==> src/rtl/fsm_serializer_pkg.sv <==
// Shared types and helpers for the parallel-to-serial stage feeding the sequence detector.
// Holds the FSM state enum, the length-field width helper and the s_len legality/clamp check.
package fsm_ser_pkg;

  typedef enum logic {
    IDLE  = 1'b0,
    SHIFT = 1'b1
  } state_t;

  // Result of checking an offered length: clamped value plus illegal flag.
  typedef struct packed {
    logic        illegal;
    logic [15:0] len;
  } len_chk_t;

  // Width of a field able to hold 0..width.
  function automatic int unsigned len_w(input int unsigned width);
    return $clog2(width + 1);
  endfunction

  // Zero is illegal and stays zero (word gets dropped); above width is illegal and clamps to width.
  function automatic len_chk_t clamp_len(input int unsigned len, input int unsigned width);
    len_chk_t r;
    r.illegal = (len == 0) || (len > width);
    r.len     = (len > width) ? 16'(width) : 16'(len);
    return r;
  endfunction

endpackage

==> src/rtl/fsm_serializer_if.sv <==
// Word-in / bit-out bundle between a word producer and fsm_serializer.
interface fsm_serializer_if
  import fsm_ser_pkg::*;
#(
  parameter int unsigned WIDTH = 8
);
  localparam int unsigned LW = len_w(WIDTH);

  logic             s_valid;
  logic             s_ready;
  logic [WIDTH-1:0] s_data;
  logic [LW-1:0]    s_len;
  logic             abort;
  logic             ser_out;
  logic             ser_active;
  logic             word_done;
  logic             len_err;
  logic             busy;

  modport master (
    output s_valid, s_data, s_len, abort,
    input  s_ready, ser_out, ser_active, word_done, len_err, busy
  );

  modport slave (
    input  s_valid, s_data, s_len, abort,
    output s_ready, ser_out, ser_active, word_done, len_err, busy
  );

endinterface

==> src/rtl/fsm_serializer.sv <==
// Parallel-to-serial stage: one-entry pending register plus shifter, one bit per clk on ser_out.
// MSB_FIRST sends s_data[WIDTH-1] downward for len bits; otherwise s_data[0] upward.
module fsm_serializer
  import fsm_ser_pkg::*;
#(
  parameter int unsigned WIDTH     = 8,
  parameter bit          MSB_FIRST = 1'b1,
  parameter logic        IDLE_BIT  = 1'b0
) (
  input logic             clk,
  input logic             rst,
  fsm_serializer_if.slave s
);

  localparam int unsigned LW = len_w(WIDTH);

  state_t           r_state;
  state_t           w_state_nxt;
  logic [WIDTH-1:0] r_shreg;
  logic [LW-1:0]    r_bits_left;
  logic [WIDTH-1:0] r_pend_data;
  logic [LW-1:0]    r_pend_len;
  logic             r_pend_vld;
  logic             r_len_err;

  logic             w_last;
  logic             w_load_now;
  logic             w_ready;
  logic             w_accept;
  len_chk_t         w_chk;
  logic [LW-1:0]    w_len;

  assign w_last     = (r_state == SHIFT) && (r_bits_left == LW'(1));
  assign w_load_now = r_pend_vld && ((r_state == IDLE) || w_last);
  assign w_ready    = (!r_pend_vld || w_load_now) && !s.abort;
  assign w_accept   = s.s_valid && w_ready;
  assign w_chk      = clamp_len(32'(s.s_len), WIDTH);
  assign w_len      = LW'(w_chk.len);

  // State register
  always_ff @(posedge clk or posedge rst) begin
    if (rst) r_state <= IDLE;
    else     r_state <= w_state_nxt;
  end

  // Next state: abort wins, then a load keeps/enters SHIFT, else the last bit drops to IDLE
  always_comb begin
    w_state_nxt = r_state;
    if (s.abort)         w_state_nxt = IDLE;
    else if (w_load_now) w_state_nxt = SHIFT;
    else if (w_last)     w_state_nxt = IDLE;
  end

  // Shifter, pending slot and len_err pulse
  always_ff @(posedge clk or posedge rst) begin
    if (rst) begin
      r_shreg     <= '0;
      r_bits_left <= '0;
      r_pend_data <= '0;
      r_pend_len  <= '0;
      r_pend_vld  <= 1'b0;
      r_len_err   <= 1'b0;
    end else if (s.abort) begin
      r_bits_left <= '0;
      r_pend_vld  <= 1'b0;
      r_len_err   <= 1'b0;
    end else begin
      r_len_err <= w_accept && w_chk.illegal;

      if (w_load_now) begin
        r_shreg     <= r_pend_data;
        r_bits_left <= r_pend_len;
      end else if (r_state == SHIFT) begin
        r_shreg     <= MSB_FIRST ? {r_shreg[WIDTH-2:0], 1'b0} : {1'b0, r_shreg[WIDTH-1:1]};
        r_bits_left <= r_bits_left - LW'(1);
      end

      // A same-edge accept refills the slot that the load is emptying
      if (w_accept && (w_len != '0)) begin
        r_pend_data <= s.s_data;
        r_pend_len  <= w_len;
        r_pend_vld  <= 1'b1;
      end else if (w_load_now) begin
        r_pend_vld  <= 1'b0;
      end
    end
  end

  assign s.s_ready    = w_ready;
  assign s.ser_out    = (r_state == SHIFT) ? (MSB_FIRST ? r_shreg[WIDTH-1] : r_shreg[0]) : IDLE_BIT;
  assign s.ser_active = (r_state == SHIFT);
  assign s.word_done  = w_last;
  assign s.len_err    = r_len_err;
  assign s.busy       = (r_state == SHIFT) || r_pend_vld;

endmodule

==> src/flat_wrapper.sv <==
// flat-port wrapper written by rule: the top's interface ports become plain ports
module fsm_serializer_flat import fsm_ser_pkg::*;
#(
  parameter int unsigned WIDTH     = 8,
  parameter bit          MSB_FIRST = 1'b1,
  parameter logic        IDLE_BIT  = 1'b0
)
  (clk, rst, s_s_valid, s_s_data, s_s_len, s_abort, s_s_ready, s_ser_out, s_ser_active, s_word_done, s_len_err, s_busy);
  fsm_serializer_if #(.WIDTH(WIDTH)) s_i ();
  input logic clk;
  input logic rst;
  input wire logic [$bits(s_i.s_valid)-1:0] s_s_valid;
  input wire logic [$bits(s_i.s_data)-1:0] s_s_data;
  input wire logic [$bits(s_i.s_len)-1:0] s_s_len;
  input wire logic [$bits(s_i.abort)-1:0] s_abort;
  output wire logic [$bits(s_i.s_ready)-1:0] s_s_ready;
  output wire logic [$bits(s_i.ser_out)-1:0] s_ser_out;
  output wire logic [$bits(s_i.ser_active)-1:0] s_ser_active;
  output wire logic [$bits(s_i.word_done)-1:0] s_word_done;
  output wire logic [$bits(s_i.len_err)-1:0] s_len_err;
  output wire logic [$bits(s_i.busy)-1:0] s_busy;
  assign s_i.s_valid = s_s_valid;
  assign s_i.s_data = s_s_data;
  assign s_i.s_len = s_s_len;
  assign s_i.abort = s_abort;
  assign s_s_ready = s_i.s_ready;
  assign s_ser_out = s_i.ser_out;
  assign s_ser_active = s_i.ser_active;
  assign s_word_done = s_i.word_done;
  assign s_len_err = s_i.len_err;
  assign s_busy = s_i.busy;
  fsm_serializer #(.WIDTH(WIDTH), .MSB_FIRST(MSB_FIRST), .IDLE_BIT(IDLE_BIT)) u_core (.clk(clk), .rst(rst), .s(s_i));
endmodule
==> config.mk <==
export PLATFORM = sky130hd
export DESIGN_NAME = fsm_serializer_flat
export DESIGN_NICKNAME = d
export VERILOG_FILES = /design/src/rtl/fsm_serializer_pkg.sv /design/src/rtl/fsm_serializer_if.sv /design/src/rtl/fsm_serializer.sv /design/src/flat_wrapper.sv
export SDC_FILE = /design/constraint.sdc
export NUM_CORES = 1
export LEC_CHECK = 0
export CORE_ASPECT_RATIO = 1.5
export CORE_MARGIN = 5
export CORE_UTILIZATION = 47
export CTS_CLUSTER_DIAMETER = 200
export DETAILED_ROUTE_END_ITERATION = 8
export PLACE_DENSITY = 0.81
export SLEW_MARGIN = 20
export SYNTH_ARGS = -nofsm -noshare
export SYNTH_HDL_FRONTEND = slang
export SYNTH_SLANG_ARGS = --single-unit
==> constraint.sdc <==
create_clock -name clk -period 2.15 [get_ports clk]
set_input_delay 0.3225 -clock clk [delete_from_list [all_inputs] [get_ports clk]]
set_output_delay 0.3225 -clock clk [all_outputs]
set_load 0.1 [all_outputs]
==> impl_metrics.toml <==
[flow_run]
max_cap_violations = 0

[layout]
nets = 177
utilization = 0.636
antennaDiodeCount = 0
area_growth_pct = 29.6
drive_above_1_share = 0.234

[yosys]
yosysTopAreaCellShare = 0.509
synth_edf_count = 0
syn_area_mm2 = 0.00133
yosysWarnings = 0
synthArstFlopShare = 1.00
ys_ff_latch = 27
synthFlopType = "dfrtp_1"
synth_area_leaders = "dfrtp_1 51%, mux2_4 6.8%, nand2_1 5.4%"
avgSynthCellArea_um2 = 10.3
yosysTopAreaCell = "dfrtp_1"
synth_cells = 129
synth_cell_types = 34
yosysSeqAreaShare = 0.509
yosys-top-cells-count = "27 x dfrtp_1, 19 x nand2_1, 12 x nor2_1"
synth_nets = 147
yosysMostFrequentCell = "dfrtp_1"

[floorplanning]
start_util = 0.491
die_y_um = 75.1
io_pins = 22
die_x_um = 53.4
rows = 23
dieArea_mm2 = 0.00401
core_area_mm2 = 0.00271

[worst_setup_path]
end_kind = "output port"
critical_path_class = "flop to output port"
cp_max_fo = 3
r2r_setup_slack_ps = 120
worstPathArrival_ps = 1820
cp-start-kind = "flop"
crit_required_ps = 1830

[detailed_routing]
wl_per_cell_um = 14.8
ant_nets = 0
drt-initial-drc-count = 43
drc = 0
routed_via_density = 5.46
drtPass1Iterations = 4
vias = 1065
wl_um = 2880

[sta]
tightestPinTransition_ps = 543
tns_ps = 0
finalCritPeriodShare = 0.994
grt_setup_unrepaired = "true"
max_freq_mhz = 468
setup_viol = 0
hold_violations = 0
skew_ps = 5.35
final.min_clock_period_ps = 2140
finalMaxSlewViolations = 0
max_slew_margin = 0.636

[clocking]
ctsHoldBuffers = 0
clockRootBuffer = "clkbuf_8"
cts_max_path_buffers = 2
cts_buffers = 3
clock_latency_ps = 270
htreeDepth = 1
clk_pin_slew_ps = 100
cts_tree = "done"
cts_sinks = 27

[grt]
grt_pass1_vias = 1109
grt_usage = 0.167
grt_max_degree = 28
grt_pass1_wl_um = 4970
antenna_found_initial = 0
grt-ovfl-total = 0

[power_and_ir_drop]
power_leakage_nw = 0.743
ir_worst_vdd_mv = 0.456
power_density_mw_per_mm2 = 806

[min_path]
hp-class = "primary input to asynchronous set/reset pin"

[place]
dpl.hpwl_um = 2180
io_buffers = 21
gp_congestion = 0.894

[run_status]
outcome = "finished, final reports clean"
cell type report:
| class | count | area (µm²) |
|---|---|---|
| clock buffer | 3 | 41.3 |
| multi-input combinational | 85 | 579 |
| fill | 232 | 985 |
| sequential | 27 | 677 |
| clock inverter | 1 | 7.51 |
| inverter | 10 | 37.5 |
| timing repair buffer | 32 | 332 |
| tap | 37 | 46.3 |
cells by family after synthesis:
group                      after synthesis  share of synthesized area
AOI/OAI and AO/OA                       31                      0.160
xor gates and xnor gates                 1                    0.00660
adders and majority gates                2                     0.0188
buffers and inverters                   17                     0.0688
DFF                                     27                      0.509
muxes                                    8                     0.0848
and+or+nand+nor                         43                      0.152
routing by layer:
| metal | global-route usage | routed length [µm] |
|---|---|---|
| met1 | 0.190 | 1150 |
| met2 | 0.306 | 1550 |
| met3 | 0.0198 | 112 |
| met4 | 0.0767 | 69 |
| met5 | 0 | 0 |
what timing repair did:
action / 4_1_cts / 5_1_grt
buffers inserted: 3 / 1
resized for setup: 3 / 2
hold endpoints to repair: 0 / 0
pin swaps: 1 / 1
setup endpoints to repair: 2 / 2
registers in the layout, indices dropped and copies added, names as in the netlist:
register,count
u_core.r_bits_left,4
u_core.r_shreg,8
u_core.r_pend_vld,1
u_core.r_pend_data,8
u_core.s.len_err,1
u_core.s.ser_active,1
u_core.r_pend_len,4
cells in the final DEF, fill, tap and decap left out, types with 3 or more instances in the layout:
cell and n:
dfrtp_1 26, nand2_1 19, clkdlybuf4s50_1 15, buf_4 12, nor2_1 11, inv_1 9, a31oi_1 8, a21oi_1 6
mux2_4 6, o21ai_0 6, nand3_1 4, buf_12 4, clkbuf_8 3
worst paths after layout:
path / cells after the start / startpoint / end
setup / recovery: 6 / u_core.r_bits_left[1] / s_s_ready
hold / removal: 3 / rst / u_core.r_pend_data[3]
setup reg to reg: 6 / u_core.r_bits_left[1] / u_core.r_pend_data[5]
hold reg to reg: 1 / u_core.r_pend_data[2] / u_core.r_pend_data[2]
max in group asynchronous: 3 / rst / u_core.s.ser_active
min in group clk: 1 / u_core.r_pend_data[2] / u_core.r_pend_data[2]
worst max-delay path, stage by stage, from the launching register on:
cell	delay [ps]
dfrtp_1	410
inv_2	80
ha_4	120
or3b_4	400
a31oi_4	230
buf_6	140
buf_12	160
power breakdown:
group          switching, mW  internal, mW  total (mW)
sequential            0.0737         0.606       0.679
combinational          0.214         0.198       0.413
clock                  0.163         0.132       0.295
total                  0.451         0.936        1.39
through the flow:
step,hold slack [ps],cell area (µm²),setup slack (ps),instances,power [mW]
floorplan,375,1330,-429,129,0.951
detailed placement,504,1620,97.4,187,1.08
CTS,414,1700,5.26,194,1.38
global route,441,1720,-42.9,195,1.47
global placement,490,1620,141,187,1.05
finish,399,1720,12.4,195,1.39
Note: power is estimated with default switching activity, not from simulation.
